File: src/rtl/pdivider.sv
// Iterative restoring integer divider, BITS_PER_CYCLE quotient bits per clock.
// Handles signed/unsigned operands, divide-by-zero and signed MIN/-1 overflow.
module pdivider #(
  parameter int WIDTH          = 32,
  parameter int BITS_PER_CYCLE = 1
) (
  input  logic             clk,
  input  logic             rst,
  input  logic             flush,
  input  logic             write_a,
  input  logic             start,
  input  logic             signed_ope,
  input  logic [WIDTH-1:0] a,
  input  logic [WIDTH-1:0] b,
  output logic [WIDTH-1:0] quotient,
  output logic [WIDTH-1:0] remainder,
  output logic             ready,
  output logic             busy,
  output logic             div_by_zero
);

  localparam int N  = WIDTH / BITS_PER_CYCLE;
  localparam int CW = $clog2(N + 1);

  typedef enum logic [1:0] {IDLE, CALC, FIX} state_t;

  state_t            state_q, state_d;
  logic [CW-1:0]     cnt_q, cnt_d;
  logic [WIDTH-1:0]  dvd_q, dvd_d;
  logic [WIDTH-1:0]  quotient_q, quotient_d;
  logic [WIDTH-1:0]  remainder_q, remainder_d;
  logic              ready_q, ready_d;
  logic              dbz_q, dbz_d;

  logic [WIDTH-1:0]  work_q, work_d;
  logic [WIDTH:0]    part_q, part_d;
  logic [WIDTH-1:0]  dsr_q, dsr_d;
  logic              negq_q, negq_d;
  logic              negr_q, negr_d;
  logic              dbzp_q, dbzp_d;

  logic [WIDTH-1:0]  opa;
  logic              is_zero, is_ovf;

  function automatic logic [WIDTH-1:0] mag(input logic [WIDTH-1:0] v, input logic sgn);
    logic signed [WIDTH-1:0] vs;
    vs = v;
    return (sgn && vs < 0) ? WIDTH'(-vs) : v;
  endfunction

  function automatic logic [WIDTH-1:0] cond_neg(input logic [WIDTH-1:0] v, input logic neg);
    return neg ? (~v + 1'b1) : v;
  endfunction

  // One iteration: BITS_PER_CYCLE chained restoring steps; returns {partial, quotient}.
  function automatic logic [2*WIDTH:0] div_steps(input logic [WIDTH:0] r,
                                                 input logic [WIDTH-1:0] q,
                                                 input logic [WIDTH-1:0] d);
    logic [WIDTH:0]   rr;
    logic [WIDTH-1:0] qq;
    rr = r;
    qq = q;
    for (int i = 0; i < BITS_PER_CYCLE; i++) begin
      rr = {rr[WIDTH-1:0], qq[WIDTH-1]};
      qq = {qq[WIDTH-2:0], 1'b0};
      if (rr >= {1'b0, d}) begin
        rr    = rr - {1'b0, d};
        qq[0] = 1'b1;
      end
    end
    return {rr, qq};
  endfunction

  // A write on the start edge is bypassed straight into the operation.
  assign opa     = write_a ? a : dvd_q;
  assign is_zero = (b == '0);
  assign is_ovf  = signed_ope && (opa == {1'b1, {(WIDTH-1){1'b0}}}) && (b == '1);

  always_comb begin
    state_d     = state_q;
    cnt_d       = cnt_q;
    dvd_d       = write_a ? a : dvd_q;
    quotient_d  = quotient_q;
    remainder_d = remainder_q;
    ready_d     = 1'b0;
    dbz_d       = dbz_q;
    work_d      = work_q;
    part_d      = part_q;
    dsr_d       = dsr_q;
    negq_d      = negq_q;
    negr_d      = negr_q;
    dbzp_d      = dbzp_q;

    case (state_q)
      IDLE: begin
        if (start) begin
          dsr_d  = mag(b, signed_ope);
          cnt_d  = CW'(N);
          negq_d = 1'b0;
          negr_d = 1'b0;
          dbzp_d = 1'b0;
          if (is_zero) begin
            // Forced results are staged so FIX can treat them like a finished division.
            work_d  = '1;
            part_d  = {1'b0, opa};
            dbzp_d  = 1'b1;
            state_d = FIX;
          end else if (is_ovf) begin
            work_d  = opa;
            part_d  = '0;
            state_d = FIX;
          end else begin
            work_d  = mag(opa, signed_ope);
            part_d  = '0;
            negq_d  = signed_ope && (opa[WIDTH-1] ^ b[WIDTH-1]);
            negr_d  = signed_ope && opa[WIDTH-1];
            state_d = CALC;
          end
        end
      end
      CALC: begin
        {part_d, work_d} = div_steps(part_q, work_q, dsr_q);
        cnt_d = cnt_q - CW'(1);
        if (cnt_q == CW'(1)) state_d = FIX;
      end
      FIX: begin
        quotient_d  = cond_neg(work_q, negq_q);
        remainder_d = cond_neg(part_q[WIDTH-1:0], negr_q);
        dbz_d       = dbzp_q;
        ready_d     = 1'b1;
        state_d     = IDLE;
      end
      default: state_d = IDLE;
    endcase

    if (flush) begin
      state_d     = IDLE;
      ready_d     = 1'b0;
      quotient_d  = quotient_q;
      remainder_d = remainder_q;
      dbz_d       = dbz_q;
    end
  end

  always_ff @(posedge clk or negedge rst) begin
    if (!rst) begin
      state_q     <= IDLE;
      cnt_q       <= '0;
      dvd_q       <= '0;
      quotient_q  <= '0;
      remainder_q <= '0;
      ready_q     <= 1'b0;
      dbz_q       <= 1'b0;
    end else begin
      state_q     <= state_d;
      cnt_q       <= cnt_d;
      dvd_q       <= dvd_d;
      quotient_q  <= quotient_d;
      remainder_q <= remainder_d;
      ready_q     <= ready_d;
      dbz_q       <= dbz_d;
    end
  end

  // Working datapath is fully reloaded at every start, so it needs no reset.
  always_ff @(posedge clk) begin
    work_q <= work_d;
    part_q <= part_d;
    dsr_q  <= dsr_d;
    negq_q <= negq_d;
    negr_q <= negr_d;
    dbzp_q <= dbzp_d;
  end

  assign quotient    = quotient_q;
  assign remainder   = remainder_q;
  assign ready       = ready_q;
  assign busy        = (state_q != IDLE);
  assign div_by_zero = dbz_q;

endmodule

File: config.mk
export PLATFORM = sky130hd
export DESIGN_NAME = pdivider
export DESIGN_NICKNAME = d
export VERILOG_FILES = /design/src/rtl/pdivider.sv
export SDC_FILE = /design/constraint.sdc
export NUM_CORES = 1
export LEC_CHECK = 0
export CAP_MARGIN = 10
export CORE_ASPECT_RATIO = 1.4
export CORE_MARGIN = 5
export CORE_UTILIZATION = 50
export CTS_BUF_LIST = sky130_fd_sc_hd__clkbuf_16
export DETAILED_ROUTE_END_ITERATION = 10
export GPL_ROUTABILITY_DRIVEN = 1
export PLACE_DENSITY_LB_ADDON = 0.3
export SLEW_MARGIN = 40
export SYNTH_ARGS = -nofsm -noshare
export SYNTH_HDL_FRONTEND = slang
export SYNTH_SLANG_ARGS = --single-unit
File: constraint.sdc
create_clock -name clk -period 7.42 [get_ports clk]
set_clock_uncertainty 0.2 [all_clocks]
set_input_delay 0.742 -clock clk [delete_from_list [all_inputs] [get_ports clk]]
set_output_delay 0.742 -clock clk [all_outputs]
set_load 0.05 [all_outputs]
# Word-level counts from Yosys, hierarchy flattened
# Index checks and enable logic that the tools add are counted.
[totals]
regBits = 205
input_bits = 70
output_inout_bits = 67
elab_cells = 74
[op_classes]
n_addsub = 6
n_lt_le_gt_ge = 3
n_eq_ne = 8
n_mux = 25
bitwise_logic = 4
reduce_logical = 15
[ops]
columns = ["operator", "n"]
rows = [
  ["$mux 32", 11],
  ["$pmux 32 s2", 2],
  ["$add 32x1->32 const B", 2],
  ["$eq 32x32->1 const B", 2],
  ["$lt 32x1->1 const B", 2],
  ["$neg 32->32", 2],
  ["$not 32->32", 2],
  ["$ge 33x32->1", 1],
  ["$logic_not 32->1", 1],
  ["$sub 32x32->32", 1],
  ["$pmux 6 s2", 1],
  ["$mux 2", 5],
  ["$reduce_and 2->1", 4],
  ["$eq 6x1->1 const B", 1],
  ["$logic_and 1x1->1", 6],
  ["$mux 6", 1],
  ["$ne 3x3->1 const B", 2],
  ["$sub 6x1->6 const B", 1],
  ["$mux 1", 4],
  ["$pmux 2 s2", 1],
  ["$reduce_bool 2->1", 2],
  ["$eq 2x1->1 const B", 1],
  ["$eq 2x2->1 const B", 1],
  ["$logic_not 2->1", 1],
  ["other kinds (4)", 4],
]

# Depth between registers and ports, before layout
# Gate-level depths: netlist (run 1).
[logic_depth]
depth_word = 9
ltp_mapped = 14
mapped_depth_nobuf = 13

# Worst setup path after synthesis (run 1)
# Ideal clock, no wire load.
[synth_path]
path_kind = "input -> register"
startpoint = "input write_a"
endpoint = "register work_q[29] (data pin)"
setup_time_ps = 274
t_arrival_ps = 3458
t_required_ps = 6946
path_slack_ps = 3489
cell_stages = 14
path_buffers = 6
cell_sequence = "buf_4 -> buf_4 -> buf_4 -> buf_6 -> buf_1 -> mux2i_1 -> ha_1 -> nand2_1 -> nor4_1 -> a31oi_1 -> buf_2 -> o31ai_1 -> xor2_1 -> a31oi_1"
[synth_between]
elab_chain_len = 8
elab_cells_between_ends = 12
cone_classes = "1 x add/sub; 1 x order compare; 1 x eq/ne; 6 x mux; 3 x reduce/logical"
[synth_lines]
columns = ["element", "line", "text"]
rows = [
  ["from (decl)", "10", "input logic write_a,"],
  ["$mux 32 *", "-", ""],
  ["$lt 32x1->1 or $eq 32x32->1 (tied branches)", "48, 77", ""],
  ["$logic_and 1x1->1, on equally long branches", "48, 77", ""],
  ["$mux 32 or $logic_and 1x1->1 (tied branches)", "48, 77", ""],
  ["$mux 32 *", "108", "end else if (is_ovf) begin"],
  ["$mux 32 *", "102", "if (is_zero) begin"],
  ["$mux 32 *", "96", "if (start) begin"],
  ["$pmux 32 s2 *", "94", "case (state_q)"],
  ["named net work_d[29]", "35", "logic [WIDTH-1:0] work_q, work_d;"],
  ["to (signal assigned)", "167", "work_q <= work_d;"],
  ["to (decl)", "35", ""],
]
# Mark *: on every way through the listed nets, which the timed path passes. The rest lies on a longest branch. The select of a mux whose other input is x is not followed.
# A chain may end at the register's enable or synchronous reset.

# Worst setup path in the final report (run 1)
[layout_path]
startpoint = "register work_q[31]"
endpoint = "register part_q[30] (data pin)"
[layout_between]
elab_chain_len = 3
elab_cells_between_ends = 4
cone_classes = "1 x add/sub; 1 x order compare; 2 x mux"
[layout_lines]
columns = ["element", "line", "text"]
rows = [
  ["$sub 32x32->32 or $ge 33x32->1 (tied branches)", "67, 66", ""],
  ["$mux 32 *", "66", "if (rr >= {1'b0, d}) begin"],
  ["$pmux 32 s2 *", "94", ""],
  ["named net part_d[30]", "36", "logic [WIDTH:0] part_q, part_d;"],
  ["to (signal assigned)", "168", "part_q <= part_d;"],
  ["to (decl)", "36", ""],
]
# Mark *: on every way through the listed nets, which the timed path passes. The rest lies on a longest branch.

==> results.sh, run 1 <==
export IMPL_place_congestion=0.949
export IMPL_place_area_um2=14200
export IMPL_async_flop_share_pct=51.7
export IMPL_slowest_delay_ns=0.71
export IMPL_grt_total_usage_pct=23.1
export IMPL_cts_resized=0
export IMPL_outcome="finished clean"
export IMPL_ys_ff_latch=205
export IMPL_dpl_hpwl_mm=25.4
export IMPL_cts_hold_buf=0
export IMPL_ys_seq_area_share_pct=44.6
export IMPL_synth_top_flop_cell="dfrtp_1"
export IMPL_worst_path_buf_inv=2
export IMPL_setup_viol=0
export IMPL_tightest_slew_ns=0.860
export IMPL_required_ns=7.49
export IMPL_yosysUniqueCellTypes=69
export IMPL_layout_common_cells="nand2_1 (165), clkdlybuf4s50_1 (134), o21ai_0 (132)"
export IMPL_dieArea_um2=28500
export IMPL_arrival_ns=4.30
export IMPL_setup_tns_ns=0
export IMPL_vias=10400
export IMPL_synth_fp_nets=1449
export IMPL_wire_per_inst_um=18.7
export IMPL_htreeDepth=1
export IMPL_syn_area_um2=12600
export IMPL_worstPathCellList="inv_1, ha_1, inv_1, fa_1, a211oi_1, o21ai_0, nand3_1, a21oi_1, o41ai_1, o221ai_1, xnor2_1, a21oi_1, a22o_1"
export IMPL_synth_cells=1339
export IMPL_crit_path_start_kind="flip-flop"
export IMPL_ant_nets=0
export IMPL_grt_overflow_total=0
export IMPL_cts_root_buffer="clkbuf_16"
export IMPL_wl_mm=33.4
export IMPL_grt_max_degree=97
export IMPL_fin_total_pwr_mw=5.47
export IMPL_grt_pass1_wl_mm=52.3
export IMPL_cp_top_family="compound AO/OA/AOI/OAI gates"
export IMPL_rsz0062_at_grt="false"
export IMPL_utilization_pct=60.2
export IMPL_numCtsBuffers=21
export IMPL_min_path_type="primary input to async pin"
export IMPL_finalNetCount=1561
export IMPL_final_max_slew_violation_count=0
export IMPL_drt_iter0_drc=946
export IMPL_synth_edf_count=99
export IMPL_p_leak_nw=6.19
export IMPL_clk_path_buf_depth=3
export IMPL_io_buffers=136
export IMPL_hold_viol=0
export IMPL_drcViolationCount=0
export IMPL_core_rowCount=68
export IMPL_cts_sinks=205
export IMPL_routed_via_density=5.83
export IMPL_initial_utilization_pct=50.9
export IMPL_die_h_um=198
export IMPL_stdcell_area_um2=14900
export IMPL_dp_cells=1742
export IMPL_drv_cap=0
export IMPL_post_cts_buffers=0
export IMPL_area_growth_pct=18.3
export IMPL_die_w_um=144
export IMPL_path_class="flip-flop to flip-flop"
export IMPL_grt_pass1_vias=9900
export IMPL_antenna_found_initial=0
export IMPL_coreArea_um2=24800
export IMPL_timing_final_crit_share_pct=57.1
export IMPL_path_clk_slew_ns=0.07
export IMPL_cp_max_fo=3
export IMPL_ir_worst_vdd_mv=0.288
export IMPL_final_common_cell="nand2_1"
export IMPL_slew_headroom_pct=41.9
export IMPL_power_density_nw_per_um2=367
export IMPL_clk_latency_ns=0.53
export IMPL_firstDrtPassIters=5
export IMPL_diodes=0
export IMPL_cp_end_kind="flip-flop"
export IMPL_fin_crit_ns=4.24
export IMPL_cts_tree="built"
export IMPL_ys_warn_count=0
export IMPL_avgSynthCellArea_um2=9.42
export IMPL_instances_no_fill=1781
export IMPL_drive_above_1_share_pct=5.25
export IMPL_io_pins=137
export IMPL_fmax_mhz=236
export IMPL_crit_path_top_delay_cell="o41ai_1"
final cells by class:
type / count / area [µm²]
Multi-Input combinational cell: 991 / 6430
Timing Repair Buffer: 147 / 1460
Inverter: 85 / 319
Tap cell: 315 / 394
Fill cell: 2096 / 9850
Clock buffer: 22 / 551
Clock inverter: 16 / 134
Sequential cell: 205 / 5630
cell families after synthesis:
logic type | count (synthesis) | synth area share (%)
flip-flops | 205 | 44.6
XOR/XNOR | 146 | 10.1
AO/OA/AOI/OAI | 356 | 17.3
buffers and inverters | 143 | 4.67
multiplexers | 50 | 4.05
adder cells (fa/ha/maj) | 40 | 4.03
AND/OR/NAND/NOR | 399 | 15.1
registers in the layout, indices dropped and copies added, names as in the netlist:
| register | flops |
|---|---|
| negq_q | 1 |
| state_q | 2 |
| remainder | 32 |
| div_by_zero | 1 |
| dbzp_q | 1 |
| part_q | 32 |
| ready | 1 |
| negr_q | 1 |
| quotient | 32 |
| cnt_q | 6 |
| dsr_q | 32 |
| work_q | 32 |
| dvd_q | 32 |
power by group:
part	total, mW	internal [mW]	switching, mW
registers	1.93	1.58	0.347
clock network	1.07	0.610	0.456
logic	2.48	0.914	1.56
synthesized netlist by cell type (all sizes together), types with 3 or more instances:
cell	instances	area, µm²
nand4	20	125
or2	3	18.8
mux2	8	90.1
o21bai	6	45.0
or4	14	121
nand2b	8	57.6
inv	85	319
o31ai	25	188
nor3b	6	45.0
o41ai	12	113
buf	9	62.6
a211oi	6	45.0
edfxtp	99	2970
dfrtp	106	2650
o22a	6	52.6
a2111oi	3	26.3
a21oi	55	275
nand3	18	90.1
and3	6	37.5
mux2i	42	420
a21o	20	150
nor2b	5	31.3
o211ai	11	82.6
o22ai	19	119
a31oi	34	213
xnor2	71	622
clkbuf	49	208
nor4	15	115
o21ai	140	708
or3	13	81.3
xor2	75	657
nand2	167	627
and2	6	37.5
nor2	82	308
ha	39	488
nor3	28	140
worst register-to-register path, stage by stage, from the launching register on:
cell      delay (ns)
edfxtp_1        0.43
inv_1           0.23
ha_1            0.22
inv_1           0.06
fa_1            0.41
a211oi_1        0.34
o21ai_0         0.22
nand3_1         0.20
a21oi_1         0.09
o41ai_1         0.71
o221ai_1        0.29
xnor2_1         0.22
a21oi_1         0.10
a22o_1          0.25
metal layers:
metal | routed length [µm] | track usage [%] | vias to the layer above
li1 | - | - | 5064
met1 | 12900 | 27.9 | 4840
met2 | 16500 | 40.4 | 394
met3 | 2230 | 2.92 | 83
met4 | 1730 | 11.2 | 0
met5 | 0 | 0 | -
final timing paths:
kind                                    startpoint                         to  slack, ns  cells past startpoint
setup / recovery              work_q[31]$_DFFE_PP_       part_q[30]$_DFFE_PP_       3.18                     13
hold / removal                                 rst    quotient[3]$_DFFE_PN0P_       0.04                      1
hold reg to reg            quotient[7]$_DFFE_PN0P_    quotient[7]$_DFFE_PN0P_       0.28                      2
setup reg to reg              work_q[31]$_DFFE_PP_       part_q[30]$_DFFE_PP_       3.18                     13
max in group asynchronous                      rst  remainder[20]$_DFFE_PN0P_       6.01                      2
min in group clk           quotient[7]$_DFFE_PN0P_    quotient[7]$_DFFE_PN0P_       0.28                      2
per-stage QoR:
stage,setup WS [ns],hold WS (ns)
final,3.18,0.0372
after global placement,2.77,0.259
after floorplan,3.49,0.215
after CTS,3.22,0.0497
after global routing,2.99,0.0874
after detailed placement,2.90,0.269
Power figures use the tool's default switching activity.
==> run 2, diff against run 1 <==
- clock period: 7.42 -> 4.43 ns (I/O delays scaled with it)
==> results.sh, run 2 (synthesis gave the netlist of run 1 again) <==
export IMPL_multiInputGateArea_um2=6410
export IMPL_path_clk_slew_ns=0.07
export IMPL_final_max_slew_violation_count=0
export IMPL_antenna_found_initial=0
export IMPL_grt_total_usage_pct=24.2
export IMPL_numCtsBuffers=22
export IMPL_ant_nets=0
export IMPL_nFillCells=2162
export IMPL_timing_final_crit_share_pct=87.1
export IMPL_min_path_type="primary input to flip-flop"
export IMPL_core_rowCount=68
export IMPL_coreArea_um2=24800
export IMPL_cts_sinks=205
export IMPL_io_pins=137
export IMPL_path_class="flip-flop to flip-flop"
export IMPL_setup_viol=0
export IMPL_grt_pass1_wl_mm=54.6
export IMPL_wire_per_inst_um=19.2
export IMPL_fmax_mhz=259
export IMPL_io_buffers=136
export IMPL_cts_resized=0
export IMPL_drive_above_1_share_pct=6.38
export IMPL_drcViolationCount=0
export IMPL_drt_iter0_drc=758
export IMPL_clk_latency_ns=0.52
export IMPL_dieArea_um2=28500
export IMPL_grt_max_degree=71
export IMPL_final_common_cell="nand2_1"
export IMPL_required_ns=4.60
export IMPL_initial_utilization_pct=50.9
export IMPL_htreeDepth=1
export IMPL_wl_mm=34.6
export IMPL_dpl_hpwl_mm=26.7
export IMPL_vias=10400
export IMPL_area_growth_pct=19.2
export IMPL_fin_total_pwr_mw=9.16
export IMPL_setup_tns_ns=0
export IMPL_grt_pass1_vias=10300
export IMPL_finalNetCount=1585
export IMPL_clk_path_buf_depth=3
export IMPL_place_congestion=0.963
export IMPL_worstPathCellList="inv_1, ha_1, nor4b_2, nand3_1, or3_1, or2_2, or4_1, o21ai_1, o21ai_0, xnor2_1, o21ai_0"
export IMPL_crit_path_frequent_cell="o21ai_0"
export IMPL_cp_max_fo=4
export IMPL_slowest_delay_ns=0.56
export IMPL_drv_cap=0
export IMPL_ir_worst_vdd_mv=0.416
export IMPL_layout_common_cells="nand2_1 (166), clkdlybuf4s50_1 (134), o21ai_0 (132)"
export IMPL_diodes=0
export IMPL_cts_root_buffer="clkbuf_16"
export IMPL_post_cts_buffers=0
export IMPL_fin_crit_ns=3.86
export IMPL_cp_end_kind="flip-flop"
export IMPL_outcome="finished clean"
export IMPL_p_leak_nw=6.27
export IMPL_power_density_nw_per_um2=609
export IMPL_tightest_slew_ns=0.824
export IMPL_firstDrtPassIters=5
export IMPL_grt_overflow_total=0
export IMPL_cts_hold_buf=1
export IMPL_crit_path_top_delay_cell="edfxtp_1"
export IMPL_die_h_um=198
export IMPL_final_seq_area_um2=5630
export IMPL_crit_path_start_kind="flip-flop"
export IMPL_rsz0062_at_grt="false"
export IMPL_cts_tree="built"
export IMPL_hold_viol=0
export IMPL_slew_headroom_pct=44.6
export IMPL_arrival_ns=4.03
export IMPL_die_w_um=144
export IMPL_routed_via_density=5.77
-- run 2: power breakdown --
part | internal [mW] | switching (mW) | total [mW] | leakage [nW]
combinational | 1.58 | 2.70 | 4.27 | 3.64
clock | 0.936 | 0.762 | 1.70 | 0.327
sequential | 2.64 | 0.546 | 3.19 | 2.31
total | 5.16 | 4.00 | 9.16 | 6.27
-- run 2: path summary, 6_finish.rpt --
kind                                           from                         to  slack [ns]  cells after the start
setup / recovery                part_q[0]$_DFFE_PP_  remainder[30]$_DFFE_PN0P_        0.57                     11
hold / removal                              write_a        dvd_q[22]$_DFF_PN0_        0.20                      2
setup reg to reg                part_q[0]$_DFFE_PP_  remainder[30]$_DFFE_PN0P_        0.57                     11
hold reg to reg            quotient[29]$_DFFE_PN0P_   quotient[29]$_DFFE_PN0P_        0.28                      2
max in group asynchronous                       rst  remainder[22]$_DFFE_PN0P_        2.92                      3
min in group asynchronous                       rst    quotient[6]$_DFFE_PN0P_        0.25                      2
-- run 2: cell type report --
cell class	instances	area share [%]
Inverter	85	2.12
Tap cell	315	2.62
Clock inverter	16	0.500
Sequential cell	205	37.4
Multi-Input combinational cell	991	42.6
Clock buffer	23	3.83
Timing Repair Buffer	170	10.9
-- run 2: stage by stage --
stage / cells / setup WS [ns] / area, µm² / utilization (%) / hold slack (ns)
2_1_floorplan: 1339 / 0.798 / 12600 / - / -0.0526
6_report: 1805 / 0.571 / 15000 / 60.7 / 0.196
5_1_grt: 1805 / 0.374 / 15000 / 60.7 / 0.189
3_3_place_gp: 1764 / 0.502 / 14400 / 58.0 / 0.240
4_1_cts: 1805 / 0.606 / 15000 / 60.7 / 0.180
3_5_place_dp: 1765 / 0.404 / 14400 / 58.0 / 0.244
-- run 2: metal layers --
layer | up-vias | track usage (%) | share of wire, %
met5 | - | 0 | 0
met4 | 0 | 11.8 | 5.7
met3 | 81 | 2.39 | 5.9
met2 | 364 | 42.8 | 49
met1 | 4866 | 29.2 | 39
li1 | 5097 | - | -
-- run 2: critical path: cells and delay by family, from the launching register on --
kind	cells	cell delay, ns
buf+inv	1	0.31
fa+ha+maj	1	0.24
compound gates	3	0.45
simple gates	5	1.80
xor+xnor	1	0.15
flops	1	0.56
==> run 3, diff against run 2 <==
- SLEW_MARGIN: 40 -> default
==> results.sh, run 3 (synthesis gave the netlist of run 1 again) <==
export IMPL_nFillCells=2139
export IMPL_clk_latency_ns=0.50
export IMPL_clk_path_buf_depth=3
export IMPL_io_pins=137
export IMPL_wire_per_inst_um=19.1
export IMPL_dp_cells=1764
export IMPL_vias=10400
export IMPL_setup_viol=0
export IMPL_post_place_ws_ns=0.398
export IMPL_htreeDepth=1
export IMPL_routed_via_density=5.76
export IMPL_crit_path_start_kind="flip-flop"
export IMPL_ir_worst_vdd_mv=0.476
export IMPL_wl_mm=34.4
export IMPL_r2r_end="remainder[30]$_DFFE_PN0P_"
export IMPL_fmax_mhz=257
export IMPL_cts_root_buffer="clkbuf_16"
export IMPL_cts_sinks=205
export IMPL_required_ns=4.58
export IMPL_cp_end_kind="flip-flop"
export IMPL_outcome="finished clean"
export IMPL_drv_cap=0
export IMPL_initial_utilization_pct=50.9
export IMPL_tightest_slew_ns=0.963
export IMPL_layout_common_cells="nand2_1 (166), clkdlybuf4s50_1 (134), o21ai_0 (132)"
export IMPL_finalNetCount=1583
export IMPL_firstDrtPassIters=5
export IMPL_setup_ws_ns=0.545
export IMPL_setup_tns_ns=0
export IMPL_cp_max_fo=4
export IMPL_r2r_slack_ns=0.55
export IMPL_place_area_um2=14400
export IMPL_stdcell_area_um2=15000
export IMPL_min_path_type="primary input to flip-flop"
export IMPL_path_class="flip-flop to flip-flop"
export IMPL_hold_viol=0
export IMPL_rsz0062_at_grt="false"
export IMPL_instances_no_fill=1802
export IMPL_final_max_slew_violation_count=0
export IMPL_numCtsBuffers=21
export IMPL_cts_tree="built"
export IMPL_grt_max_degree=71
export IMPL_final_common_cell="nand2_1"
export IMPL_drt_iter0_drc=751
export IMPL_min_from="write_a"
export IMPL_place_congestion=0.963
export IMPL_grt_total_usage_pct=23.9
export IMPL_timing_final_crit_share_pct=87.7
export IMPL_diodes=0
export IMPL_dpl_hpwl_mm=26.5
export IMPL_slew_headroom_pct=35.8
export IMPL_worst_r2r_path_depth=11
export IMPL_ant_nets=0
export IMPL_power_density_nw_per_um2=611
export IMPL_path_clk_slew_ns=0.07
export IMPL_crit_path_start="part_q[0]$_DFFE_PP_"
export IMPL_maxUsedRoutingLayer="met4"
export IMPL_post_cts_buffers=0
export IMPL_wl_met1_mm=13.7
export IMPL_die_h_um=198
export IMPL_setup_worst_path_end="remainder[30]$_DFFE_PN0P_"
export IMPL_grt_overflow_total=0
export IMPL_antenna_found_initial=0
export IMPL_drcViolationCount=0
export IMPL_core_rowCount=68
export IMPL_grt_pass1_vias=10100
export IMPL_fin_crit_ns=3.88
export IMPL_met2_length_mm=17.3
export IMPL_area_growth_pct=19.1
export IMPL_arrival_ns=4.03
export IMPL_wl_met3_mm=2.01
export IMPL_grt_pass1_wl_mm=53.8
export IMPL_die_w_um=144
export IMPL_dieArea_um2=28500
export IMPL_drive_above_1_share_pct=6.19
export IMPL_p_leak_nw=6.28
export IMPL_timing_rr_start="part_q[0]$_DFFE_PP_"
export IMPL_io_buffers=136
export IMPL_coreArea_um2=24800
run 3: cell count changes in the layout (fill, tap and decap cells not counted), sizes merged:
cell and change:
clkinv -4, inv +3, bufinv +2, clkbuf -2, buf -1, clkinvlp -1
run 3: repair_timing:
| action | in CTS | in global routing |
|---|---|---|
| hold buffers | 1 | 0 |
| gates resized for setup | 0 | 0 |
| endpoints found under the hold margin | 38 | 0 |
run 3: worst max-delay path, cell delays in order, from the launching register on:
cell,delay [ns]
edfxtp_1,0.57
inv_1,0.29
ha_1,0.23
nor4b_2,0.35
nand3_1,0.21
or3_1,0.46
or2_2,0.34
or4_1,0.49
o21ai_1,0.22
o21ai_0,0.15
xnor2_1,0.15
o21ai_0,0.08
run 3: worst min-delay path by stage:
stage / endpoint / depth (start not counted)
after global placement: quotient[5]$_DFFE_PN0P_ / 1
after CTS: dvd_q[22]$_DFF_PN0_ / 2
final: dvd_q[22]$_DFF_PN0_ / 2
after detailed placement: quotient[6]$_DFFE_PN0P_ / 1
after floorplan: cnt_q[0]$_DFFE_PN0P_ / 0
after global routing: dvd_q[22]$_DFF_PN0_ / 2
run 3: metal layers:
layer	global-route usage (%)	vias up
li1	-	5098
met1	29.2	4853
met2	42.7	360
met3	2.73	67
met4	9.37	0
met5	0	-
run 3: layout make-up:
cell class	count	area, µm²	share of cell area, %
repair buffers	169	1620	10.8
flip-flops and latches	205	5630	37.5
well taps	315	394	2.63
inverters	85	319	2.13
multi-input cells	991	6410	42.7
clock buffers	21	526	3.50
clock inverters	16	125	0.833
run 3: power breakdown:
| part | total (mW) | switching (mW) | internal (mW) |
|---|---|---|---|
| combinational | 4.27 | 2.70 | 1.57 |
| sequential | 3.19 | 0.546 | 2.64 |
| clock | 1.70 | 0.727 | 0.977 |
run 3: per-stage QoR:
step           power [mW]  hold WS (ns)  util [%]
2_1_floorplan        6.01       -0.0526         -
3_3_place_gp         7.41         0.240      58.0
3_5_place_dp         7.47         0.243      58.0
4_1_cts              9.18         0.192      60.6
5_1_grt              9.68         0.205      60.6
6_report             9.17         0.214      60.6
